===== config.mk =====
export PLATFORM = sky130hd
export DESIGN_NAME = tenbaset_rxd
export DESIGN_NICKNAME = d
export VERILOG_FILES = /design/src/rtl/tenbaset_rxd.sv
export SDC_FILE = /design/constraint.sdc
export NUM_CORES = 1
export LEC_CHECK = 0
export ABC_CLOCK_PERIOD_IN_PS = 1950
export BUFFER_PORTS_ARGS = -buffer_cell sky130_fd_sc_hd__buf_2
export CORE_MARGIN = 10
export CORE_UTILIZATION = 45
export DETAILED_ROUTE_END_ITERATION = 10
export PLACE_DENSITY_LB_ADDON = 0.2
export SYNTH_ARGS = -nofsm -noshare
export SYNTH_HDL_FRONTEND = slang
export SYNTH_SLANG_ARGS = --single-unit

===== constraint.sdc =====
create_clock -name clk80 -period 1.95 [get_ports clk80]
set_input_delay 0.0975 -clock clk80 [delete_from_list [all_inputs] [get_ports clk80]]
set_output_delay 0.0975 -clock clk80 [all_outputs]
set_load 0.01 [all_outputs]

===== src/rtl/tenbaset_rxd.sv =====
// 10BASE-T Manchester receiver: 8x oversampling, mid-bit edge bit recovery, preamble/SFD hunt,
// LSB-first byte assembly and CRC-32 residue check on carrier loss.
module tenbaset_rxd (
  input  logic       clk80,
  input  logic       reset,
  input  logic       RxD,
  output logic [7:0] rx_data,
  output logic       rx_valid,
  output logic       rx_sof,
  output logic       rx_eof,
  output logic       rx_crc_ok,
  output logic       rx_dribble,
  output logic       rx_busy
);
  localparam logic [1:0]  ST_IDLE     = 2'd0;
  localparam logic [1:0]  ST_HUNT     = 2'd1;
  localparam logic [1:0]  ST_DATA     = 2'd2;
  localparam logic [31:0] CRC_POLY    = 32'hEDB88320;
  localparam logic [31:0] CRC_RESIDUE = 32'hDEBB20E3;

  logic        s1_q, s2_q, s3_q;
  logic [4:0]  cnt_q, cnt_d;
  logic        mid_q, bit_q;
  logic [1:0]  state_q, state_d;
  logic        prev_q, prev_d;
  logic [3:0]  pre_cnt_q, pre_cnt_d;
  logic [2:0]  bitcnt_q, bitcnt_d;
  logic [7:0]  shift_q, shift_d;
  logic [31:0] crc_q, crc_d, crc_step;
  logic [7:0]  data_q, data_d;
  logic        valid_q, valid_d;
  logic        sof_q, sof_d;
  logic        eof_q, eof_d;
  logic        crc_ok_q, crc_ok_d;
  logic        drib_q, drib_d;
  logic        edge_w, mid_w, loss_w;

  // Edges closer than 6 samples to the last mid-bit edge are bit-boundary transitions or noise.
  assign edge_w = s2_q ^ s3_q;
  assign mid_w  = edge_w && (cnt_q >= 5'd6);
  // Fires as cnt steps to 20; an edge in the same cycle clears cnt instead and wins.
  assign loss_w = !mid_w && (cnt_q == 5'd19);

  always_comb begin
    cnt_d = cnt_q;
    if (mid_w)
      cnt_d = 5'd0;
    else if (cnt_q != 5'd31)
      cnt_d = cnt_q + 5'd1;
  end

  assign crc_step = {1'b0, crc_q[31:1]} ^ ((crc_q[0] ^ bit_q) ? CRC_POLY : 32'd0);

  always_comb begin
    state_d   = state_q;
    prev_d    = prev_q;
    pre_cnt_d = pre_cnt_q;
    bitcnt_d  = bitcnt_q;
    shift_d   = shift_q;
    crc_d     = crc_q;
    data_d    = data_q;
    valid_d   = 1'b0;
    sof_d     = 1'b0;
    eof_d     = 1'b0;
    crc_ok_d  = crc_ok_q;
    drib_d    = drib_q;
    case (state_q)
      ST_IDLE: begin
        if (mid_q) begin
          state_d   = ST_HUNT;
          prev_d    = bit_q;
          pre_cnt_d = 4'd1;
        end
      end
      ST_HUNT: begin
        if (loss_w) begin
          state_d   = ST_IDLE;
          pre_cnt_d = 4'd0;
        end else if (mid_q) begin
          prev_d = bit_q;
          if (bit_q != prev_q) begin
            if (pre_cnt_q != 4'd15)
              pre_cnt_d = pre_cnt_q + 4'd1;
          end else if (bit_q && (pre_cnt_q >= 4'd7)) begin
            state_d   = ST_DATA;
            sof_d     = 1'b1;
            crc_ok_d  = 1'b0;
            drib_d    = 1'b0;
            crc_d     = 32'hFFFF_FFFF;
            bitcnt_d  = 3'd0;
            pre_cnt_d = 4'd0;
          end else begin
            pre_cnt_d = 4'd1;
          end
        end
      end
      ST_DATA: begin
        if (loss_w) begin
          state_d  = ST_IDLE;
          eof_d    = 1'b1;
          crc_ok_d = (crc_q == CRC_RESIDUE);
          drib_d   = (bitcnt_q != 3'd0);
        end else if (mid_q) begin
          shift_d  = {bit_q, shift_q[7:1]};
          crc_d    = crc_step;
          bitcnt_d = bitcnt_q + 3'd1;
          if (bitcnt_q == 3'd7) begin
            data_d  = shift_d;
            valid_d = 1'b1;
          end
        end
      end
      default: state_d = ST_IDLE;
    endcase
  end

  always_ff @(posedge clk80 or posedge reset) begin
    if (reset) begin
      s1_q      <= 1'b1;
      s2_q      <= 1'b1;
      s3_q      <= 1'b1;
      cnt_q     <= 5'd31;
      mid_q     <= 1'b0;
      bit_q     <= 1'b0;
      state_q   <= ST_IDLE;
      prev_q    <= 1'b0;
      pre_cnt_q <= 4'd0;
      bitcnt_q  <= 3'd0;
      shift_q   <= 8'd0;
      crc_q     <= 32'hFFFF_FFFF;
      data_q    <= 8'd0;
      valid_q   <= 1'b0;
      sof_q     <= 1'b0;
      eof_q     <= 1'b0;
      crc_ok_q  <= 1'b0;
      drib_q    <= 1'b0;
    end else begin
      s1_q      <= RxD;
      s2_q      <= s1_q;
      s3_q      <= s2_q;
      cnt_q     <= cnt_d;
      mid_q     <= mid_w;
      bit_q     <= s2_q;
      state_q   <= state_d;
      prev_q    <= prev_d;
      pre_cnt_q <= pre_cnt_d;
      bitcnt_q  <= bitcnt_d;
      shift_q   <= shift_d;
      crc_q     <= crc_d;
      data_q    <= data_d;
      valid_q   <= valid_d;
      sof_q     <= sof_d;
      eof_q     <= eof_d;
      crc_ok_q  <= crc_ok_d;
      drib_q    <= drib_d;
    end
  end

  assign rx_data    = data_q;
  assign rx_valid   = valid_q;
  assign rx_sof     = sof_q;
  assign rx_eof     = eof_q;
  assign rx_crc_ok  = crc_ok_q;
  assign rx_dribble = drib_q;
  assign rx_busy    = (state_q != ST_IDLE);

endmodule


==> impl_summary.md <==
Layout
Of the cells placed in the final design, the portion with a size suffix greater than 1 is 0.397. The number of fill cells in the layout is between 500 and 600. The post-layout utilization of the core is 0.549.

The diode insertion count for antenna repair is 0. For this run, the post-layout net count is approximately 300. The post-synthesis to final-layout area growth is 17.0%.

Min path
The path class of the tightest hold or removal check is primary input to async pin.

Synth
The top-area cell type share of the netlist area is 0.326. dfstp_2 is the most common cell in the netlist. In the post-synthesis netlist, the biggest area contributors are dfstp_2, dfrtp_1, o22a_1. The synthesized instance count is about 250. Counting flops with an async set or reset pin after synthesis yields a share of 1.00. The register area share after synthesis is 0.574. The synthesized-area fraction occupied by ao, oa, aoi and oai cells is 0.144. Counting flops and latches in the post-synthesis netlist gives 72.

The adder-cell share of the synthesized area is 0.0272. A synthesized cell averages between 10 and 15 sq um. Of all cell types, the one taking the most synthesized area is dfstp_2. By area, the combinational part of the netlist is dominated by compound AO/OA/AOI/OAI gates. The number of warnings reported in the yosys synthesis log is 0. Of the post-synthesis cell area, the part taken by muxes is 0.0718. The post-synthesis instance area is around 3200 sq um. The xor and xnor fraction of the mapped netlist area is 0.0543. The number of nets in the synthesized netlist is 259. The simple-gate portion of the synthesized area is 0.0955. The number of library cell types mapped by synthesis is 47. The number of enable flip-flop cells after synthesis is 0. After synthesis, the most frequently instantiated cells are dfstp_2, dfrtp_1, o22a_1.

The leading register cell type out of synthesis is dfstp_2.

Clocking
TritonCTS built the clock tree. The cell sitting at the root of the clock tree is a clkbuf_8. After clock tree synthesis, the clock-pin slew on the worst setup and hold paths is roughly 0.08 ns. For the worst-skew pair, the clock arrives at the later sink with an insertion delay of approximately 0.35 ns. The level count of the clock H-tree is 3. Counting the buffers created by CTS gives 9. The number of buffers between clock root and the deepest sink is 2. The number of clock sinks is 72.

Worst setup path
The signal on the critical path passes through ha_4 > nor4bb_4 > buf_4 > a211oi_4 > buf_4 > mux2_2. The instance count on the critical path is 6. Measured in cells, the most critical reg-to-reg path has a length of 6.

STA classifies the critical path endpoint as a flop. By startpoint and endpoint, the worst setup path is classified as flop to flop. The delay of the slowest cell on the worst path is ~0.4 ns. Broken down by cell family, the worst path's largest delay share belongs to buffers and inverters. The largest fanout on the critical path is 11. The cell type of the slowest stage on the worst timing path is dfstp_2. The critical path required time is 2.18 ns.

The buffers plus inverters on the worst setup path is 2. The startpoint identified for the worst register-to-register timing path is cnt_q[0]. The critical path starts at cnt_q[0]. The cell repeated most along the worst path is buf_4.

The signal arrival time at the worst endpoint is 2.11 ns. The worst setup path is launched from a flop.

Power and ir drop
Power comes to roughly 4.8 mW. The cell leakage power is ~1.7 nW. Of the total power, the clock network draws 0.236. The net switching component of the power is between 1 and 1.5 mW. The worst-case IR drop observed on VDD is between 0.0004 and 0.0005 V.

The share of total power dissipated in combinational logic is 0.276. The power density of the placed cells is 1270 nW/um^2. Of the total power, registers draw 0.488. The net switching fraction of the power is 0.303. The internal power contribution is 3.34 mW.

Floorplanning
In this run the standard cell core region covers between 6000 and 7000 sq um. The number of top-level pins is 17. The height of the chip is 105 microns.

From left edge to right edge, the die measures ~100 microns. In this run the core area contains 30 standard-cell rows. The initial core utilization is 0.469. The area of the die is about 11000 sq um.

STA
The worst hold margin is between 0.3 and 0.4 ns. Setup violations remaining at the end of the flow were counted as 0. Setup repair after global routing left no endpoint under its margin. The final-report max-slew violation count came to 0.

The worst max-slew margin expressed relative to the limit is 0.645. The routed design could run at a clock period as short as 1.88 ns. The final worst setup slack is between 0.06 and 0.07 ns. The maximum clock rate is 532 MHz. The number of hold-slack violations in the final timing report is 0.

The measured slew at the worst slew-check pin is around 0.53 ns. The fraction of the cycle the final worst path needs is 0.964. Adding up every negative setup slack in the final design gives 0 ns. Between clock sinks in the finished design, the worst skew comes to approximately 0.0099 ns.

Detailed routing
For this run, design rule violations remaining after detail routing come to 0. The number of detailed-routing iterations run before antenna repair is 6. Dividing the detail-routed wire length by the instance count gives around 15 microns. The wire length reported by the detailed router is 5760 microns.

In this run, the number of DRC markers left after iteration 0 of detailed routing was 100. The antenna violation net count after detailed routing is 0. The overall via count from detail_route is just over 2000. Dividing the detail-routed via count by the number of cells gives 5.28.

Placement
The number of buffers added on ports is 16. OpenSTA, run right after detailed placement, puts the worst setup slack at just under 0.06 ns. The global placement routability congestion is between 0.7 and 0.8. Once detailed placement completed, the half-perimeter wirelength came to slightly below 4000 microns.

Global routing
Entering global routing, the biggest net connects 50 pins. The global-route wire length before repair is between 10000 and 15000 microns. The number of antenna violations at the first check in global routing is 0. The overall overflow remaining after global route is 0. The via count of the first global-routing pass was roughly 2000. The total global routing track utilization is 0.112.

Status
The flow ran to the end, and the final reports show no timing, DRC or antenna violations.

Job
The max capacitance violation total is 0.
## power by group through the flow
stage / clock network [mW] / logic, mW / registers [mW]
2_1_floorplan: 0 / 1.04 / 2.29
6_report: 1.13 / 1.32 / 2.34
5_1_grt: 1.26 / 1.47 / 2.40
3_3_place_gp: 0 / 1.30 / 2.35
4_1_cts: 1.17 / 1.34 / 2.34
3_5_place_dp: 0 / 1.32 / 2.36
## final cells by class
class | instances | area, sq um | area share
timing repair buffer | 36 | 273 | 0.0723
tap | 96 | 120 | 0.0318
clock inverter | 5 | 57.6 | 0.0153
sequential | 72 | 1850 | 0.491
multi-input combinational | 154 | 1290 | 0.343
clock buffer | 11 | 131 | 0.0348
inverter | 12 | 45.0 | 0.0119
## routing by layer
metal	part of all wire	up-vias	routed length, microns	GRT usage
met5	0	-	0	0
met4	0.014	0	82	0.0500
met2	0.45	39	2580	0.165
li1	-	982	-	-
met1	0.48	1010	2740	0.142
met3	0.063	8	363	0.0455
## registers in the layout, indices dropped and copies added, names as in the netlist, 2 cells and up
register and flops:
rx_data 8, crc_q 32, pre_cnt_q 4, bitcnt_q 3, state_q 2, shift_q 7
cnt_q 5
## cell usage in the layout (no fill, tap or decap), types with 9 or more instances in the layout
cell,Yosys,final
buf_2,6,16
buf_4,3,15
o22a_1,22,22
inv_1,12,11
dfstp_2,40,40
mux2_2,17,17
xnor2_1,14,14
clkbuf_8,0,9
nor2_1,10,10
a2bb2oi_1,12,12
dfrtp_1,32,32
## tightest hold or removal path: cells and delay by family
family,cells,cell delay [ns]
buffers and inverters,3,1.02
## per-stage QoR
stage / instance area (sq um) / cells
after global placement: 3560 / 368
after global routing: 3770 / 386
after floorplan: 3250 / 249
after detailed placement: 3560 / 368
final: 3770 / 386
after CTS: 3760 / 386
## logic make-up after synthesis
kind of cell,count (synthesis)
muxes,21
and+or+nand+nor,49
DFF,72
buffers and inverters,23
xor gates and xnor gates,20
adders and majority gates,7
AOI/OAI and AO/OA,57
## repair_timing
action | in CTS | in global routing
buffers inserted | 0 | 0
gates resized for setup | 0 | 2
hold buffers | 2 | 0
setup endpoints to repair | 0 | 24
hold endpoints to repair | 22 | 0
## final timing paths
path                              end  slack (ns)
setup / recovery           shift_q[4]        0.07
hold / removal               rx_valid        0.32
setup reg to reg           shift_q[4]        0.07
hold reg to reg                  s2_q        0.36
max in group asynchronous   crc_q[13]        0.93
min in group clk80               s2_q        0.36
Note: power is estimated with default switching activity, not from simulation.
